File: src/rtl/sine_sample_fetcher.sv
// Requests samples from the sine reader one at a time and buffers them in a
// small prefetch FIFO that the codec drains one sample per pop pulse.
module sine_sample_fetcher #(
  parameter int FIFO_DEPTH = 4,
  parameter int TIMEOUT    = 8
) (
  input  logic                               clk,
  input  logic                               reset,
  input  logic                               play_enable,
  input  logic [19:0]                        step_size_in,
  input  logic                               codec_next_sample,
  input  logic                               sample_ready,
  input  logic [15:0]                        sample_in,
  output logic                               generate_next,
  output logic [19:0]                        step_size,
  output logic [15:0]                        sample_out,
  output logic                               sample_valid,
  output logic [$clog2(FIFO_DEPTH+1)-1:0]    fifo_count,
  output logic                               timeout_err,
  output logic                               underflow_err
);

  localparam int DATA_W = 16;
  localparam int PTR_W  = $clog2(FIFO_DEPTH);
  localparam int CNT_W  = $clog2(FIFO_DEPTH + 1);
  localparam int WC_W   = $clog2(TIMEOUT);

  localparam logic [CNT_W-1:0] CNT_FULL = CNT_W'(FIFO_DEPTH);
  localparam logic [WC_W-1:0]  WC_LAST  = WC_W'(TIMEOUT - 1);

  typedef enum logic [1:0] {
    S_IDLE = 2'd0,
    S_REQ  = 2'd1,
    S_WAIT = 2'd2
  } state_t;

  state_t              r_state;
  state_t              w_state_nxt;
  logic [WC_W-1:0]     r_wait_cnt;
  logic [PTR_W-1:0]    r_wr_ptr;
  logic [PTR_W-1:0]    r_rd_ptr;
  logic [CNT_W-1:0]    r_count;
  logic [CNT_W-1:0]    w_count_nxt;
  logic [DATA_W-1:0]   r_mem [FIFO_DEPTH];
  logic [19:0]         r_step_size;
  logic [DATA_W-1:0]   r_sample_out;
  logic                r_sample_valid;
  logic                r_timeout_err;
  logic                r_underflow_err;

  logic                w_in_wait;
  logic                w_last_wait;
  logic                w_push;
  logic                w_timeout;
  logic                w_pop;
  logic                w_pop_ok;
  logic                w_issue;
  logic [DATA_W-1:0]   w_push_data;

  // A response, or the last allowed WAIT cycle, always produces exactly one push.
  assign w_in_wait   = (r_state == S_WAIT);
  assign w_last_wait = (r_wait_cnt == WC_LAST);
  assign w_push      = w_in_wait && (sample_ready || w_last_wait);
  assign w_timeout   = w_in_wait && !sample_ready && w_last_wait;
  assign w_push_data = sample_ready ? sample_in : '0;
  assign w_pop       = codec_next_sample;
  assign w_pop_ok    = w_pop && (r_count != '0);

  always_comb begin
    w_count_nxt = r_count;
    case ({w_push, w_pop_ok})
      2'b10:   w_count_nxt = r_count + 1'b1;
      2'b01:   w_count_nxt = r_count - 1'b1;
      default: w_count_nxt = r_count;
    endcase
  end

  // Issue decision looks at occupancy after this edge's push/pop.
  assign w_issue = (r_state == S_IDLE) && play_enable && (w_count_nxt < CNT_FULL);

  always_ff @(posedge clk) begin
    if (reset) begin
      r_state <= S_IDLE;
    end else begin
      r_state <= w_state_nxt;
    end
  end

  always_comb begin
    w_state_nxt = r_state;
    case (r_state)
      S_IDLE:  if (w_issue) w_state_nxt = S_REQ;
      S_REQ:   w_state_nxt = S_WAIT;
      S_WAIT:  if (w_push) w_state_nxt = S_IDLE;
      default: w_state_nxt = S_IDLE;
    endcase
  end

  always_comb begin
    generate_next = (r_state == S_REQ);
  end

  always_ff @(posedge clk) begin
    if (reset) begin
      r_wait_cnt <= '0;
    end else if (w_in_wait && !w_push) begin
      r_wait_cnt <= r_wait_cnt + 1'b1;
    end else begin
      r_wait_cnt <= '0;
    end
  end

  always_ff @(posedge clk) begin
    if (reset) begin
      r_step_size <= '0;
    end else if (w_issue) begin
      r_step_size <= step_size_in;
    end
  end

  always_ff @(posedge clk) begin
    if (reset) begin
      r_wr_ptr <= '0;
      r_rd_ptr <= '0;
      r_count  <= '0;
    end else begin
      if (w_push)   r_wr_ptr <= r_wr_ptr + 1'b1;
      if (w_pop_ok) r_rd_ptr <= r_rd_ptr + 1'b1;
      r_count <= w_count_nxt;
    end
  end

  always_ff @(posedge clk) begin
    if (w_push) begin
      r_mem[r_wr_ptr] <= w_push_data;
    end
  end

  // An empty pop reads silence so the codec never replays a stale sample.
  always_ff @(posedge clk) begin
    if (reset) begin
      r_sample_out   <= '0;
      r_sample_valid <= 1'b0;
    end else begin
      r_sample_valid <= w_pop_ok;
      if (w_pop_ok) begin
        r_sample_out <= r_mem[r_rd_ptr];
      end else if (w_pop) begin
        r_sample_out <= '0;
      end
    end
  end

  always_ff @(posedge clk) begin
    if (reset) begin
      r_timeout_err   <= 1'b0;
      r_underflow_err <= 1'b0;
    end else begin
      if (w_timeout)           r_timeout_err   <= 1'b1;
      if (w_pop && !w_pop_ok)  r_underflow_err <= 1'b1;
    end
  end

  assign step_size     = r_step_size;
  assign sample_out    = r_sample_out;
  assign sample_valid  = r_sample_valid;
  assign fifo_count    = r_count;
  assign timeout_err   = r_timeout_err;
  assign underflow_err = r_underflow_err;

endmodule

File: config.mk
export PLATFORM = sky130hd
export DESIGN_NAME = sine_sample_fetcher
export DESIGN_NICKNAME = d
export VERILOG_FILES = /design/src/rtl/sine_sample_fetcher.sv
export SDC_FILE = /design/constraint.sdc
export NUM_CORES = 1
export LEC_CHECK = 0
export ABC_AREA = 1
export CORE_MARGIN = 2
export CORE_UTILIZATION = 47
export DETAILED_ROUTE_END_ITERATION = 12
export HOLD_SLACK_MARGIN = 0.08
export PLACE_DENSITY = 0.75
export SLEW_MARGIN = 0
export SYNTH_ARGS = -nofsm -noshare
export SYNTH_HDL_FRONTEND = slang
export SYNTH_SLANG_ARGS = --single-unit
File: constraint.sdc
create_clock -name clk -period 2.28 [get_ports clk]
set_clock_uncertainty 0.15 [all_clocks]
set_input_delay 0.342 -clock clk [delete_from_list [all_inputs] [get_ports clk]]
set_output_delay 0.342 -clock clk [all_outputs]
set_load 0.02 [all_outputs]
==> results.md, run 1 <==
* Minimum clock period at 2460 ps
* NetSw at 2080 uW
* Hold Crit Depth at 2
* Combinational Power Share at 0.274
* H-tree Lvls at 4
* Setup violators final at 20
* Slowest CP cell: fa_2
* Initial core utilization at 0.476
* Worst VDD drop at 0.000574 V
* WP data required at 2560 ps
* Initial antenna violation count at 0
* Slew @ Worst Pin at 617 ps
* Failing checks: negative setup slack
* Final Max Slew Viols at 0
* Placer Congestion at 0.821
* CTS buffer count at 17
* Worst path most repeated cell: inv_2
* Largest stage delay, worst path at 350 ps
* Detailed Place HPWL at 6950 um
* Gr ovfl total at 0
* Die W at 106 um
* Fillcell total at 744
* DRC viols at 0
* Area occupied by multi-input gates at 0.00153 mm2
* Worst EP arrival at 2740 ps
* Avg WL per Cell at 14.8 um
* Final Cycle Share at 1.08
* Slew margin rel. at 0.588
* FF-to-FF path depth at 15
* Via density at 4.98
* Share of power burned in registers at 0.358
* Port Buffer Count at 83
* Longest Clk Path Bufs at 2
* Outcome: finished, violations left
* Cell Rows at 37
* Mapped Area at 0.00485 mm2
* Crit path launch type: register
* Core ar. at 0.0102 mm2
* FMAX at 406 MHz
* Vias in the first global route at 3918
* Total number of cells along the worst setup path at 15
* Pint at 4900 uW
* CP cell instances: inv_2 > nand3_1 > nand2_1 > inv_2 > ha_4 > fa_2 > inv_2 > nand2_2 > nand4_1 > buf_4 > nand3_4 > buf_16 > nand2_2 > inv_1 > nor2_1
* Mapped Avg Cell Area at 8.99 um2
* Crit path buf inv count at 6
* Global-route wire length before repair at 18500 um
* Setup CP Type: register to register
* Clock power share at 0.368
* Crit-path max FO at 5
* Netlist cell types at 22
* Area grow syn2layout at 43.1%
* Share of cells above drive strength 1 at 0.180
* Tot GR Track Use at 0.214
* Min-Delay Path Class: register to register
* Die Span Y at 106 um
* Total wire length at 11900 um
* Crit path max-delay family: simple AND/OR/NAND/NOR gates
* DRT Pass-1 Iters at 5
* Most frequent cells in the layout: 122 x nand2_1, 83 x inv_1, 82 x clkdlybuf4s50_1
* Worst skew pair latency at 510 ps
* Setup WS pre-CTS at -317 ps
* Crit path capture type: register
* YS warnings at 0
* CTS tree: done
* Sw Ratio at 0.298
* Final hold viol count at 0
* Num ports at 84
* Ant diodes at 0
* Post-synthesis sequential area ratio at 0.615
* LEAKAGE at 0.00301 uW
* Gate Count Post-Synth at 540
* First DRT Iteration DRCs at 250
* Reg area at 0.00299 mm2
* Die Area at 0.0112 mm2
* Max_cap viols at 0
* CTS root buf: clkbuf_8
* Largest net degree at the start of global routing at 33
* Setup TNS at -762 ps
* Most common cell after layout, fill and taps aside: nand2_1
* Final setup margin at -181 ps
* Routed vias at 4002
* FF+latch count, synth at 117
* Pwr/cell area at 1000 mW/mm2
* Clk sinks at 117
* Routed Antenna Nets at 0
* Post-Syn Nets at 589
* RSZ-0062 raised after global routing: true
* Reg clk slew, reported paths at 60 ps
* # nets final at 703
-- cells in the mapped netlist --
library cell | number | share of area
a21oi_1 | 8 | 0.0083
o21ai_1 | 9 | 0.0093
buf_4 | 4 | 0.0062
inv_1 | 98 | 0.076
buf_2 | 16 | 0.017
fa_1 | 1 | 0.0041
nor3b_2 | 1 | 0.0026
clkinv_1 | 1 | 0.00077
ha_1 | 7 | 0.018
nor2_1 | 44 | 0.034
a31oi_1 | 1 | 0.0013
clkbuf_1 | 4 | 0.0031
o21a_1 | 1 | 0.0015
o21ai_0 | 14 | 0.014
buf_1 | 2 | 0.0015
nand4_1 | 21 | 0.027
o21ai_2 | 1 | 0.0018
dfxtp_1 | 53 | 0.22
inv_2 | 3 | 0.0023
nand3_1 | 46 | 0.047
edfxtp_1 | 64 | 0.40
nand2_1 | 141 | 0.11
-- area by class of cell --
class                      count  share of cell area
sequential                   117               0.430
multi-input combinational    295               0.220
timing repair buffer         121               0.187
clock buffer                  19              0.0607
inverter                     102              0.0551
tap                          136              0.0245
clock inverter                13              0.0231
-- through the flow --
stage	hold WS, ps	cells	total power [uW]	util	instance area (um2)
after global routing	342	803	7290	0.682	6950
after global placement	258	760	4070	0.591	6020
after detailed placement	276	760	4120	0.591	6020
after floorplan	249	540	3460	-	4860
final	309	803	6980	0.682	6950
after CTS	307	800	6830	0.666	6780
-- registers in the layout (all words and copies together) (netlist names), named ones only --
name	count
r_rd_ptr	2
sample_out	16
r_mem	64
underflow_err	1
sample_valid	1
r_state	2
r_wr_ptr	2
timeout_err	1
fifo_count	3
r_wait_cnt	3
step_size	20
-- worst reg2reg max path: cells and delay by family (launching register included) --
| family | cells | cell delay, ps |
|---|---|---|
| fa+ha+maj | 2 | 510 |
| simple gates | 7 | 760 |
| buf+inv | 6 | 630 |
| flops | 1 | 340 |
-- power by group through the flow --
stage	registers [uW]	clock network [uW]	logic (uW)
2_1_floorplan	2700	0	763
3_3_place_gp	2520	0	1550
3_5_place_dp	2530	0	1580
4_1_cts	2490	2600	1730
5_1_grt	2510	2700	2080
6_report	2500	2570	1920
-- cell families (layout without fill, tap and decap cells) --
family                   count (synthesis)  after routing  share of synthesized area
AO/OA/AOI/OAI                           34             34                     0.0366
buffers and inverters                  128            255                      0.106
adder cells (fa/ha/maj)                  8              8                     0.0222
flip-flops                             117            117                      0.615
AND/OR/NAND/NOR                        253            253                      0.220
-- repair_timing --
item                                    in CTS  in global routing
endpoints found under the setup margin      20                 22
gates cloned                                 2                  2
setup buffers                                6                  1
pin swaps                                    8                 21
hold buffers                                 0                  0
gates resized for setup                     23                 45
-- path summary, 6_finish.rpt --
check	startpoint	endpoint	slack [ps]
worst max-delay path	fifo_count[2]$_SDFF_PP0_	step_size[9]$_SDFFE_PP0P_	-180
worst min register to register	r_rd_ptr[1]$_SDFFE_PP0P_	register	310
worst max register to register	fifo_count[2]$_SDFF_PP0_	step_size[9]$_SDFFE_PP0P_	-180
worst min-delay path	r_rd_ptr[1]$_SDFFE_PP0P_	register	310
-- per-layer routing --
layer / routed length [um] / track usage / vias to the layer above
li1: - / - / 1933
met1: 4760 / 0.261 / 1873
met2: 6050 / 0.365 / 174
met3: 867 / 0.0569 / 22
met4: 236 / 0.0808 / 0
met5: 0 / 0 / -
(Power assumes the default switching activity.)
==> run 2: changes to the inputs <==
--- a/config.mk
+++ b/config.mk
@@ -8,10 +8,11 @@
 export ABC_AREA = 1
 export CORE_MARGIN = 2
 export CORE_UTILIZATION = 47
+export CTS_CLUSTER_SIZE = 14
 export DETAILED_ROUTE_END_ITERATION = 12
+export GPL_TIMING_DRIVEN = 0
 export HOLD_SLACK_MARGIN = 0.08
 export PLACE_DENSITY = 0.75
-export SLEW_MARGIN = 0
 export SYNTH_ARGS = -nofsm -noshare
 export SYNTH_HDL_FRONTEND = slang
 export SYNTH_SLANG_ARGS = --single-unit
==> run 2 against run 1 <==
Register-to-register slack gained 180 ps; critical path depth shrank 3; sequential cell count is the same; the run now ends clean; worst hold slack lost 160 ps; critical endpoint is now r_state[0]$_SDFFE_PP0P_; die area is the same; sequential power is essentially flat.
==> results.md, run 2 (synthesis gave the netlist of run 1 again) <==
* # nets final at 701
* NetSw at 1980 uW
* Clk sinks at 117
* Core Util, Final at 0.655
* Initial antenna violation count at 0
* DRC viols at 0
* RR Startpoint: r_wait_cnt[0]$_SDFF_PP0_
* Num ports at 84
* Final Max Slew Viols at 0
* Routed Antenna Nets at 0
* Total chip power at 6610 uW
* Combinational Power Share at 0.264
* WP data required at 2580 ps
* Max reg flops at 64
* Detailed Place HPWL at 7350 um
* Placed insts at 758
* CTS root buf: clkbuf_8
* Share of cells above drive strength 1 at 0.164
* H-tree Lvls at 4
* Pwr/cell area at 990 mW/mm2
* Final Cycle Share at 0.999
* Largest stage delay, worst path at 360 ps
* Crit path buf inv count at 2
* Tot GR Track Use at 0.215
* Port Buffer Count at 82
* Placer Congestion at 0.791
* Most frequent cells in the layout: 126 x nand2_1, 87 x inv_1, 81 x clkdlybuf4s50_1
* Total number of cells along the worst setup path at 12
* Worst EP arrival at 2580 ps
* Minimum clock period at 2280 ps
* RSZ-0062 raised after global routing: true
* Setup crit end: r_state[0]$_SDFFE_PP0P_
* Die Area at 0.0112 mm2
* DRT Pass-1 Iters at 5
* Fillcell total at 810
* FMAX at 439 MHz
* Start point of the critical path: r_wait_cnt[0]$_SDFF_PP0_
* Largest net degree at the start of global routing at 17
* Initial core utilization at 0.476
* Most common cell after layout, fill and taps aside: nand2_1
* CP cell instances: ha_4 > ha_4 > o21ai_4 > ha_4 > fa_2 > nand2_2 > nand3_1 > nand2_2 > nand3_4 > buf_6 > buf_4 > nor2_2
* Outcome: completed
* Reg clk slew, reported paths at 60 ps
* Longest Clk Path Bufs at 2
* Worst path most repeated cell: ha_4
* Slowest CP cell: fa_2
* Area grow syn2layout at 37.5%
* Crit-path max FO at 5
* Via density at 4.88
* Cell Count, Final, Fillers Out at 801
* FF-to-FF path depth at 12
* Setup violators final at 0
* Slew margin rel. at 0.547
* Critical R2R Capture: r_state[0]$_SDFFE_PP0P_
* Worst VDD drop at 0.000538 V
* Setup CP Type: register to register
* LEAKAGE at 0.00290 uW
* Clock power share at 0.356
* Met3 Wirelength at 748 um
* Core ar. at 0.0102 mm2
* First DRT Iteration DRCs at 265
* Crit path launch type: register
* Crit path max-delay family: adder cells
* DRT met1 WL at 5020 um
* Total wire length at 11600 um
* Global-route wire length before repair at 18400 um
* Cell Rows at 37
* CTS tree: done
* Ant diodes at 0
* Pint at 4620 uW
* Share of power burned in registers at 0.380
* Gr ovfl total at 0
* Min-Delay Path Class: primary input to register
* Die W at 106 um
* Vias in the first global route at 3792
* Slew @ Worst Pin at 680 ps
* Max_cap viols at 0
* Die Span Y at 106 um
* Metal2 WL at 5710 um
* Top reg by flops: r_mem
* Final hold viol count at 0
* Routed vias at 3905
* Reg2Reg Setup Slack at 3 ps
* Sw Ratio at 0.300
* Worst skew pair latency at 520 ps
* Avg WL per Cell at 14.5 um
* Setup WS pre-CTS at -402 ps
* DR top layer: met4
* Final setup margin at 3.42 ps
* CTS buffer count at 17
* Crit path capture type: register
==> run 2: timing repair <==
item	4_1_cts	5_1_grt
pin swaps	7	15
endpoints found under the setup margin	22	86
buffers inserted	4	5
hold endpoints to repair	0	0
hold buffers	0	0
gates cloned	2	0
resized for setup	22	51
==> run 2: worst min-delay path by stage <==
stage | from | end | cells past startpoint
after floorplan | r_wait_cnt[0]$_SDFF_PP0_ | r_wait_cnt[0]$_SDFF_PP0_ | 1
after global placement | r_wait_cnt[0]$_SDFF_PP0_ | r_wait_cnt[0]$_SDFF_PP0_ | 1
after detailed placement | r_wait_cnt[0]$_SDFF_PP0_ | r_wait_cnt[0]$_SDFF_PP0_ | 1
after CTS | sample_ready | timeout_err$_SDFFE_PP0P_ | 4
after global routing | sample_ready | timeout_err$_SDFFE_PP0P_ | 4
final | sample_ready | timeout_err$_SDFFE_PP0P_ | 4
==> run 2: cell type report <==
| cell class | count | area [um2] | area share |
|---|---|---|---|
| timing repair buffer | 93 | 921 | 0.138 |
| sequential | 117 | 2990 | 0.448 |
| tap | 136 | 170 | 0.0255 |
| buffer | 26 | 164 | 0.0246 |
| multi-input combinational | 295 | 1520 | 0.228 |
| clock buffer | 25 | 464 | 0.0696 |
| clock inverter | 7 | 57.6 | 0.00863 |
| inverter | 102 | 383 | 0.0574 |
==> run 2: routing by layer <==
metal,GRT usage,up-vias
li1,-,1929
met4,0.0808,0
met1,0.265,1817
met2,0.364,143
met5,0,-
met3,0.0575,16
==> run 2: metrics by stage <==
| step | TNS, ps | cell area (um2) | hold WS, ps |
|---|---|---|---|
| after floorplan | -25.6 | 4860 | 249 |
| after global placement | -21430 | 5850 | 257 |
| after detailed placement | -7650 | 5860 | 272 |
| after CTS | 0 | 6500 | 130 |
| after global routing | -1670 | 6670 | 178 |
| final | 0 | 6670 | 152 |
==> run 2: power groups by stage <==
stage	registers, uW	logic, uW	clock network [uW]
finish	2510	1740	2350
CTS	2510	1610	2380
global route	2530	1910	2460
global placement	2530	1490	0
floorplan	2700	763	0
detailed placement	2540	1520	0
==> run 2: worst reg2reg max path: cells and delay by family (launching register included) <==
family | cells | cell delay (ps)
compound gates | 1 | 60
simple gates | 5 | 520
fa+ha+maj | 4 | 830
flops | 1 | 350
buf+inv | 2 | 300
